`config.mk`:
```
export PLATFORM = sky130hd
export DESIGN_NAME = alu_packet_engine
export DESIGN_NICKNAME = d
export VERILOG_FILES = /design/src/rtl/alu_packet_pkg.sv /design/src/rtl/alu_packet_acc.sv /design/src/rtl/alu_packet_engine.sv
export SDC_FILE = /design/constraint.sdc
export NUM_CORES = 2
export LEC_CHECK = 0
export CAP_MARGIN = 10
export CORE_AREA = 2 2 183 230
export CTS_CLUSTER_DIAMETER = 120
export CTS_CLUSTER_SIZE = 25
export DETAILED_ROUTE_END_ITERATION = 6
export DIE_AREA = 0 0 185 232
export GPL_TIMING_DRIVEN = 0
export HOLD_SLACK_MARGIN = 0.1
export PLACE_DENSITY = 0.79
export RECOVER_POWER = 100
export SYNTH_ARGS = -nofsm -noshare
export SYNTH_HDL_FRONTEND = slang
export SYNTH_SLANG_ARGS = --single-unit
```
`constraint.sdc`:
```
create_clock -name clk_i -period 14.11 [get_ports clk_i]
set_input_delay 3.5275 -clock clk_i [delete_from_list [all_inputs] [get_ports clk_i]]
set_output_delay 3.5275 -clock clk_i [all_outputs]
set_load 0.05 [all_outputs]
```
`src/rtl/alu_packet_pkg.sv`:
```
// Shared opcodes, FSM state encodings and header constants for the
// packet-driven ALU engine and its accumulator.
package alu_packet_pkg;

    localparam int HDR_LEN_C = 4;

    typedef enum logic [7:0] {
        OP_ECHO = 8'hEC,
        OP_ADD  = 8'hA0,
        OP_MUL  = 8'hA1,
        OP_XOR  = 8'hA2
    } opcode_e;

    typedef logic [2:0] state_t;

    localparam state_t ST_IDLE    = 3'd0;
    localparam state_t ST_HDR     = 3'd1;
    localparam state_t ST_CHECK   = 3'd2;
    localparam state_t ST_ECHO    = 3'd3;
    localparam state_t ST_OPND    = 3'd4;
    localparam state_t ST_DISCARD = 3'd5;
    localparam state_t ST_ERR     = 3'd6;
    localparam state_t ST_RESULT  = 3'd7;

    function automatic logic is_alu_op(input logic [7:0] op);
        return (op == OP_ADD) || (op == OP_MUL) || (op == OP_XOR);
    endfunction

endpackage

```
`src/rtl/alu_packet_acc.sv`:
```
// Operand byte assembly (little-endian) and the registered accumulator;
// the accumulator updates on the cycle an operand's last byte arrives.
module alu_packet_acc
    import alu_packet_pkg::*;
#(
    parameter int W = 32
) (
    input  logic         clk_i,
    input  logic         rst_i,
    input  logic         clr_i,
    input  logic         strobe_i,
    input  logic         load_i,
    input  opcode_e      op_i,
    input  logic [7:0]   byte_i,
    output logic [W-1:0] result_o,
    output logic         opnd_done_o
);
    localparam int NB = W / 8;
    localparam int CW = (NB > 1) ? $clog2(NB) : 1;

    logic [W-1:0]  acc_q, acc_d;
    logic [W-1:0]  sr_q, sr_d;
    logic [W-1:0]  opnd;
    logic [CW-1:0] cnt_q, cnt_d;

    // New bytes enter at the top so the first byte ends up as the LSB.
    if (W > 8) begin : g_wide
        assign opnd = {byte_i, sr_q[W-1:8]};
    end else begin : g_byte
        assign opnd = byte_i;
    end

    assign opnd_done_o = strobe_i && (cnt_q == CW'(NB - 1));
    assign result_o    = acc_q;

    always_comb begin
        sr_d  = sr_q;
        cnt_d = cnt_q;
        acc_d = acc_q;
        if (clr_i) begin
            cnt_d = '0;
        end else if (strobe_i) begin
            sr_d  = opnd;
            cnt_d = opnd_done_o ? '0 : cnt_q + CW'(1);
            if (opnd_done_o) begin
                if (load_i) begin
                    acc_d = opnd;
                end else begin
                    case (op_i)
                        OP_ADD:  acc_d = acc_q + opnd;
                        OP_MUL:  acc_d = acc_q * opnd;
                        OP_XOR:  acc_d = acc_q ^ opnd;
                        default: acc_d = opnd;
                    endcase
                end
            end
        end
    end

    always_ff @(posedge clk_i) begin
        if (rst_i) begin
            acc_q <= '0;
            sr_q  <= '0;
            cnt_q <= '0;
        end else begin
            acc_q <= acc_d;
            sr_q  <= sr_d;
            cnt_q <= cnt_d;
        end
    end

endmodule

```
`src/rtl/alu_packet_engine.sv`:
```
// Framed command packet engine: header parse, length/opcode checking,
// echo pass-through, multi-operand ALU, error byte and inter-byte timeout.
//
// state   | meaning
// IDLE    | waiting for opcode byte
// HDR     | collecting reserved + LEN bytes
// CHECK   | one cycle to validate header
// ECHO    | payload forwarded rx -> tx
// OPND    | operand bytes into accumulator
// DISCARD | swallowing payload of a rejected packet
// ERR     | emitting the error byte
// RESULT  | emitting result bytes, LSB first
module alu_packet_engine
    import alu_packet_pkg::*;
#(
    parameter int         OPERAND_WIDTH_P = 32,
    parameter int         MAX_LEN_P       = 256,
    parameter int         TIMEOUT_P       = 100000,
    parameter logic [7:0] ERR_BYTE_P      = 8'hEE,
    parameter int         ERR_CNT_WIDTH_P = 8
) (
    input  logic                       clk_i,
    input  logic                       rst_i,
    input  logic [7:0]                 rx_data_i,
    input  logic                       rx_valid_i,
    output logic                       rx_ready_o,
    output logic [7:0]                 tx_data_o,
    output logic                       tx_valid_o,
    input  logic                       tx_ready_i,
    output logic                       busy_o,
    output logic [ERR_CNT_WIDTH_P-1:0] err_count_o
);
    localparam int NB = OPERAND_WIDTH_P / 8;
    localparam int CW = (NB > 1) ? $clog2(NB) : 1;
    localparam int TW = (TIMEOUT_P > 1) ? $clog2(TIMEOUT_P + 1) : 1;

    state_t                     state_q, state_d;
    logic [1:0]                 hdr_idx_q, hdr_idx_d;
    logic [7:0]                 opcode_q, opcode_d;
    logic [15:0]                len_q, len_d;
    logic [15:0]                remain_q, remain_d;
    logic [CW-1:0]              res_idx_q, res_idx_d;
    logic                       first_q, first_d;
    logic [TW-1:0]              tmo_q, tmo_d;
    logic [ERR_CNT_WIDTH_P-1:0] err_q, err_d;

    logic                       rx_xfer, tx_xfer, timed, tmo_fire, err_inc;
    logic                       len_bad, alu_op, op_known, shape_bad;
    logic [15:0]                payload;
    logic                       acc_strobe, acc_done, acc_clr;
    logic [OPERAND_WIDTH_P-1:0] acc_result;

    always_comb begin
        rx_ready_o = 1'b0;
        tx_valid_o = 1'b0;
        tx_data_o  = 8'h00;
        if (!rst_i) begin
            case (state_q)
                ST_IDLE, ST_HDR, ST_OPND, ST_DISCARD: rx_ready_o = 1'b1;
                ST_ECHO: begin
                    rx_ready_o = tx_ready_i;
                    tx_valid_o = rx_valid_i;
                    tx_data_o  = rx_data_i;
                end
                ST_RESULT: begin
                    tx_valid_o = 1'b1;
                    tx_data_o  = acc_result[{res_idx_q, 3'b000} +: 8];
                end
                ST_ERR: begin
                    tx_valid_o = 1'b1;
                    tx_data_o  = ERR_BYTE_P;
                end
                default: ;
            endcase
        end
    end

    assign rx_xfer     = rx_valid_i && rx_ready_o;
    assign tx_xfer     = tx_valid_o && tx_ready_i;
    assign busy_o      = (state_q != ST_IDLE);
    assign err_count_o = err_q;

    assign timed    = (state_q == ST_HDR) || (state_q == ST_OPND) ||
                      (state_q == ST_ECHO) || (state_q == ST_DISCARD);
    // Down-counter reloads on every rx transfer; terminal count is 1.
    assign tmo_fire = (TIMEOUT_P != 0) && timed && !rx_xfer && (tmo_q == TW'(1));
    assign tmo_d    = (timed && !rx_xfer) ? tmo_q - TW'(1) : TW'(TIMEOUT_P);

    assign payload   = len_q - 16'(HDR_LEN_C);
    assign len_bad   = (len_q < 16'(HDR_LEN_C)) || (len_q > 16'(MAX_LEN_P));
    assign alu_op    = is_alu_op(opcode_q);
    assign op_known  = alu_op || (opcode_q == OP_ECHO);
    assign shape_bad = alu_op && ((payload == 16'd0) || ((payload % 16'(NB)) != 16'd0));
    assign acc_clr   = (state_q == ST_CHECK);

    always_comb begin
        state_d    = state_q;
        hdr_idx_d  = hdr_idx_q;
        opcode_d   = opcode_q;
        len_d      = len_q;
        remain_d   = remain_q;
        res_idx_d  = res_idx_q;
        first_d    = first_q;
        acc_strobe = 1'b0;
        err_inc    = 1'b0;
        case (state_q)
            ST_IDLE: if (rx_xfer) begin
                opcode_d  = rx_data_i;
                hdr_idx_d = 2'd1;
                state_d   = ST_HDR;
            end
            ST_HDR: if (rx_xfer) begin
                hdr_idx_d = hdr_idx_q + 2'd1;
                if (hdr_idx_q == 2'd2) len_d[7:0] = rx_data_i;
                if (hdr_idx_q == 2'd3) begin
                    len_d[15:8] = rx_data_i;
                    state_d     = ST_CHECK;
                end
            end
            ST_CHECK: begin
                remain_d  = payload;
                first_d   = 1'b1;
                res_idx_d = '0;
                if (len_bad)                    state_d = ST_ERR;
                else if (!op_known || shape_bad) state_d = (payload == 16'd0) ? ST_ERR : ST_DISCARD;
                else if (opcode_q == OP_ECHO)   state_d = (payload == 16'd0) ? ST_IDLE : ST_ECHO;
                else                            state_d = ST_OPND;
            end
            ST_ECHO, ST_DISCARD: if (rx_xfer) begin
                remain_d = remain_q - 16'd1;
                if (remain_q == 16'd1) state_d = (state_q == ST_ECHO) ? ST_IDLE : ST_ERR;
            end
            ST_OPND: if (rx_xfer) begin
                acc_strobe = 1'b1;
                remain_d   = remain_q - 16'd1;
                if (acc_done)          first_d = 1'b0;
                if (remain_q == 16'd1) state_d = ST_RESULT;
            end
            ST_RESULT: if (tx_xfer) begin
                if (res_idx_q == CW'(NB - 1)) state_d = ST_IDLE;
                else                          res_idx_d = res_idx_q + CW'(1);
            end
            ST_ERR: if (tx_xfer) begin
                err_inc = 1'b1;
                state_d = ST_IDLE;
            end
            default: state_d = ST_IDLE;
        endcase
        if (tmo_fire) begin
            err_inc = 1'b1;
            state_d = ST_IDLE;
        end
    end

    assign err_d = (err_inc && (err_q != {ERR_CNT_WIDTH_P{1'b1}})) ? err_q + 1'b1 : err_q;

    always_ff @(posedge clk_i) begin
        if (rst_i) begin
            state_q   <= ST_IDLE;
            hdr_idx_q <= '0;
            opcode_q  <= '0;
            len_q     <= '0;
            remain_q  <= '0;
            res_idx_q <= '0;
            first_q   <= 1'b0;
            tmo_q     <= TW'(TIMEOUT_P);
            err_q     <= '0;
        end else begin
            state_q   <= state_d;
            hdr_idx_q <= hdr_idx_d;
            opcode_q  <= opcode_d;
            len_q     <= len_d;
            remain_q  <= remain_d;
            res_idx_q <= res_idx_d;
            first_q   <= first_d;
            tmo_q     <= tmo_d;
            err_q     <= err_d;
        end
    end

    alu_packet_acc #(.W(OPERAND_WIDTH_P)) u_acc (
        .clk_i       (clk_i),
        .rst_i       (rst_i),
        .clr_i       (acc_clr),
        .strobe_i    (acc_strobe),
        .load_i      (first_q),
        .op_i        (opcode_e'(opcode_q)),
        .byte_i      (rx_data_i),
        .result_o    (acc_result),
        .opnd_done_o (acc_done)
    );

endmodule

```
==> load_flow_metrics.sql <==
INSERT INTO impl_metrics (metric_group, metric, value, unit) VALUES
('outcome', 'run_status', 'finished with violations', ''),
('outcome', 'violations', 'capacitance limit, slew limit', ''),
('placed_design', 'gp_routability_congestion', '1.05', ''),
('setup_path', 'critPathKind', 'input pin to flip-flop', ''),
('logic_synthesis', 'yosys.area.top_type', 'sky130_fd_sc_hd__fa_1', ''),
('die', 'fp.dieArea', '42900', 'um^2'),
('logic_synthesis', 'synthCells', '2840', ''),
('routing', 'via_count', '21400', ''),
('logic_synthesis', 'yosys.area.top_type_share', '34.0', '%'),
('placed_design', 'placement.io_buffers', '29', ''),
('setup_path', 'endpoint_type_of_the_worst_setup_path', 'flip-flop', ''),
('cts', 'clock_root_buffer', 'sky130_fd_sc_hd__clkbuf_16', ''),
('routing', 'drc_errors', '0', ''),
('setup_path', 'worstPathRequired', '14.47', 'ns'),
('cts', 'cts_tree', 'yes', ''),
('logic_synthesis', 'yosysSeqAreaShare', '10.9', '%'),
('cells_and_area', 'flow.area_growth_from_synthesis', '6.52', '%'),
('global_routing', 'antenna_violations_before_repair', '10', ''),
('cts', 'cts_hold_buffers', '0', ''),
('cts', 'clock_insertion_delay_worst_skew', '0.45', 'ns'),
('setup_path', 'setup.reg_to_reg.worst_slack', '5.07', 'ns'),
('logic_synthesis', 'synthDistinctLibCells', '84', ''),
('cells_and_area', 'layout-drive-gt1-share', '2.55', '%'),
('cts', 'cts_buffer_depth', '2', ''),
('global_routing', 'globalRouteTotalUtil', '42.9', '%'),
('routing', 'drt-vias-per-instance', '6.20', ''),
('logic_synthesis', 'yosys_warnings', '0', ''),
('cts', 'numCtsBuffers', '17', ''),
('logic_synthesis', 'ys_async_sr_fraction', '0', '%'),
('die', 'die_width', '185', 'um'),
('routing', 'drt_first_iter_violations', '2135', ''),
('routing', 'sum_of_routed_wire_length_over_all_layers', '88.3', 'mm'),
('power', 'power.ir.vdd_worst', '112', 'uV'),
('global_routing', 'grt_start_max_net_pins', '17', ''),
('min_path', 'worstHoldPathCells', '2', ''),
('cts', 'clock_sinks', '131', ''),
('global_routing', 'grt_pass1_vias', '22600', ''),
('power', 'cellPowerDensity', '53.3', 'nW/um^2'),
('timing', 'timing_worst_slew_pin_value', '1.51', 'ns'),
('die', 'initial_core_util', '59.2', '%'),
('logic_synthesis', 'synth-seq-cells', '131', ''),
('cells_and_area', 'nNetsFinal', '3477', ''),
('placed_design', 'place.detailed.hpwl', '69.0', 'mm'),
('setup_path', 'cell_depth_of_the_worst_flop_to_flop_path', '24', ''),
('setup_path', 'setup.worst_path.start_class', 'input pin', ''),
('logic_synthesis', 'synthTopCellsByArea', 'sky130_fd_sc_hd__fa_1, sky130_fd_sc_hd__dfxtp_1, sky130_fd_sc_hd__ha_1', ''),
('setup_path', 'critPathMaxFanout', '10', ''),
('logic_synthesis', 'synth_ff_type', 'sky130_fd_sc_hd__dfxtp_1', ''),
('timing', 'timing.final.setup_violations', '0', ''),
('die', 'num_rows', '83', ''),
('logic_synthesis', 'synthesis.nets', '3427', ''),
('die', 'coreArea', '40700', 'um^2'),
('setup_path', 'critical_path_arrival', '10.86', 'ns'),
('power', 'lkg_pwr', '11.8', 'nW'),
('cts', 'post-cts-setup-buffers', '0', ''),
('timing', 'max-slew-margin-rel', '-1.33', '%'),
('logic_synthesis', 'mappedNetlistArea', '24100', 'um^2'),
('min_path', 'worst_hold_path_type', 'flip-flop to flip-flop', ''),
('timing', 'rsz0062_at_grt', 'false', ''),
('timing', 'finalCritPeriodShare', '74.4', '%'),
('routing', 'routedWlPerCell', '25.5', 'um'),
('die', 'io-pin-count', '31', ''),
('routing', 'drt_pass1_iterations', '6', ''),
('timing', 'fin_skew', '0.00991', 'ns'),
('cells_and_area', 'layout.area.seq', '2620', 'um^2'),
('job', 'max_cap_viols', '1', ''),
('cts', 'clkSlewWorstSetupHoldPaths', '0.06', 'ns'),
('cts', 'h-tree-depth', '4', ''),
('timing', 'final.min_clock_period', '10.50', 'ns'),
('global_routing', 'global_route_congestion_overflow_total', '0', ''),
('die', 'dieHeight', '232', 'um'),
('timing', 'hold_viol_final', '0', ''),
('logic_synthesis', 'postSynthAreaPerCell', '8.49', 'um^2'),
('timing', 'slew_violations', '11', ''),
('timing', 'finalSetupTns', '0', 'ns'),
('power', 'total_power', '1.37', 'mW'),
('timing', 'fin_worst_hold_slack', '0.465', 'ns'),
('cells_and_area', 'fillers', '3585', ''),
('routing', 'remaining_antenna_violation_count_after_routing', '0', ''),
('cells_and_area', 'multiInputGateArea', '19300', 'um^2'),
('global_routing', 'grt_first_pass_wirelength', '134', 'mm'),
('cts', 'post_cts_resized', '0', ''),
('logic_synthesis', 'synth_edf_count', '0', ''),
('timing', 'max_clock_freq', '95.2', 'MHz');
## Yosys cell counts, types with 3 or more instances
master                      number
sky130_fd_sc_hd__xor2_1         44
sky130_fd_sc_hd__nor4_1          8
sky130_fd_sc_hd__o21ai_0        90
sky130_fd_sc_hd__a31oi_1        12
sky130_fd_sc_hd__o2111ai_1       3
sky130_fd_sc_hd__xnor2_1        91
sky130_fd_sc_hd__a21o_1         16
sky130_fd_sc_hd__ha_1          166
sky130_fd_sc_hd__a211oi_1       17
sky130_fd_sc_hd__a22oi_1         9
sky130_fd_sc_hd__o31ai_1         3
sky130_fd_sc_hd__nor3_1         61
sky130_fd_sc_hd__a21boi_0        3
sky130_fd_sc_hd__nand2_1       359
sky130_fd_sc_hd__a221oi_1       10
sky130_fd_sc_hd__nand2b_1        8
sky130_fd_sc_hd__mux2i_1        26
sky130_fd_sc_hd__nand4_1        14
sky130_fd_sc_hd__or4_1           3
sky130_fd_sc_hd__mux4_2          8
sky130_fd_sc_hd__and3_1         10
sky130_fd_sc_hd__nor2_1        149
sky130_fd_sc_hd__dfxtp_1       131
sky130_fd_sc_hd__and2_1        305
sky130_fd_sc_hd__clkbuf_1      151
sky130_fd_sc_hd__or3_1          10
sky130_fd_sc_hd__fa_1          409
sky130_fd_sc_hd__or2_2           6
sky130_fd_sc_hd__o211ai_1       19
sky130_fd_sc_hd__o22ai_1         8
sky130_fd_sc_hd__a21oi_1       141
sky130_fd_sc_hd__o32a_1          3
sky130_fd_sc_hd__nand3b_1        7
sky130_fd_sc_hd__a211o_1         4
sky130_fd_sc_hd__nand3_1        36
sky130_fd_sc_hd__inv_1         406
sky130_fd_sc_hd__o21a_1         12
sky130_fd_sc_hd__o221ai_1        6
sky130_fd_sc_hd__and4_1          3
sky130_fd_sc_hd__o21bai_1        7
sky130_fd_sc_hd__buf_1           8
sky130_fd_sc_hd__buf_2           7
## flip-flops by register name, indices dropped and copies added, names as in the netlist
register	count
res_idx_q	2
u_acc.result_o	32
state_q	3
tmo_q	17
u_acc.cnt_q	2
len_q	16
u_acc.sr_q	24
err_count_o	8
hdr_idx_q	2
opcode_q	8
first_q	1
remain_q	16
## power breakdown
group / internal (mW) / switching [mW]
Sequential: 0.407 / 0.0400
Clock: 0.281 / 0.194
Combinational: 0.141 / 0.307
Total: 0.829 / 0.541
## metal layers
metal / vias up / share of wire, % / global-route usage [%]
met5: - / 0.099 / 0
met4: 12 / 10 / 34.2
met3: 482 / 9.7 / 9.03
met2: 1320 / 45 / 68.3
met1: 10500 / 35 / 50.2
li1: 9097 / - / -
## cell type report
cell class / instances / area share [%]
timing repair buffer: 31 / 1.25
multi-input combinational: 2134 / 75.0
inverter: 407 / 5.95
antenna: 4 / 0.0390
clock inverter: 13 / 0.687
sequential: 131 / 10.2
clock buffer: 19 / 1.69
buffer: 168 / 2.52
tap: 552 / 2.69
## worst max-delay path: stages
cell and delay, ns:
sky130_fd_sc_hd__dlygate4sd3_1 0.90, sky130_fd_sc_hd__clkbuf_1 0.61, sky130_fd_sc_hd__nand2_1 0.17, sky130_fd_sc_hd__fa_1 0.46, sky130_fd_sc_hd__fa_1 0.55, sky130_fd_sc_hd__inv_1 0.05
sky130_fd_sc_hd__fa_1 0.49, sky130_fd_sc_hd__fa_1 0.49, sky130_fd_sc_hd__inv_1 0.05, sky130_fd_sc_hd__fa_1 0.45, sky130_fd_sc_hd__fa_1 0.51, sky130_fd_sc_hd__fa_1 0.45
sky130_fd_sc_hd__fa_1 0.40, sky130_fd_sc_hd__xnor2_1 0.19, sky130_fd_sc_hd__xnor2_1 0.15, sky130_fd_sc_hd__xnor2_1 0.16, sky130_fd_sc_hd__xnor2_1 0.11, sky130_fd_sc_hd__xnor2_1 0.31
sky130_fd_sc_hd__xnor2_1 0.18, sky130_fd_sc_hd__xnor2_1 0.16, sky130_fd_sc_hd__a21o_1 0.11, sky130_fd_sc_hd__nand3_1 0.13, sky130_fd_sc_hd__a211oi_1 0.24
## placed cells by master, fill, tap and decap left out, drive strengths merged, types with 10 or more instances in the layout
| master | instances |
|---|---|
| nand4 | 14 |
| a31oi | 14 |
| nor2 | 150 |
| buf | 17 |
| o211ai | 20 |
| nor4 | 10 |
| nand3 | 36 |
| a21o | 16 |
| ha | 166 |
| fa | 409 |
| nand2 | 361 |
| xnor2 | 91 |
| a21oi | 144 |
| and2 | 306 |
| and3 | 10 |
| nor3 | 63 |
| dlygate4sd3 | 23 |
| a211oi | 17 |
| a221oi | 12 |
| xor2 | 44 |
| o21ai | 93 |
| dfxtp | 131 |
| inv | 409 |
| clkbuf | 172 |
| mux2i | 26 |
| o21a | 12 |
| or3 | 11 |
## kinds of logic after synthesis
logic type / synth area share (%)
multiplexers: 1.87
AND/OR/NAND/NOR: 20.7
XOR/XNOR: 4.90
buffers and inverters: 9.02
AO/OA/AOI/OAI: 10.1
adder cells (fa/ha/maj): 42.6
flip-flops: 10.9
## stage by stage
step | cell area (um^2) | util, % | setup WS (ns) | cells
after floorplan | 24100 | - | 4.93 | 2840
after global placement | 25100 | 61.6 | 3.45 | 3421
after detailed placement | 25100 | 61.6 | 3.36 | 3421
after CTS | 25700 | 63.1 | 3.80 | 3453
after global routing | 25700 | 63.1 | 3.45 | 3455
final | 25700 | 63.1 | 3.61 | 3459
## final timing paths
| kind | startpoint | to |
|---|---|---|
| worst max-delay path | rx_data_i[1] | u_acc.result_o[31] |
| worst min-delay path | remain_q[9] | remain_q[9] |
| worst max register to register | u_acc.result_o[2] | u_acc.result_o[28] |
| worst min register to register | remain_q[9] | remain_q[9] |
(Power assumes the default switching activity.)
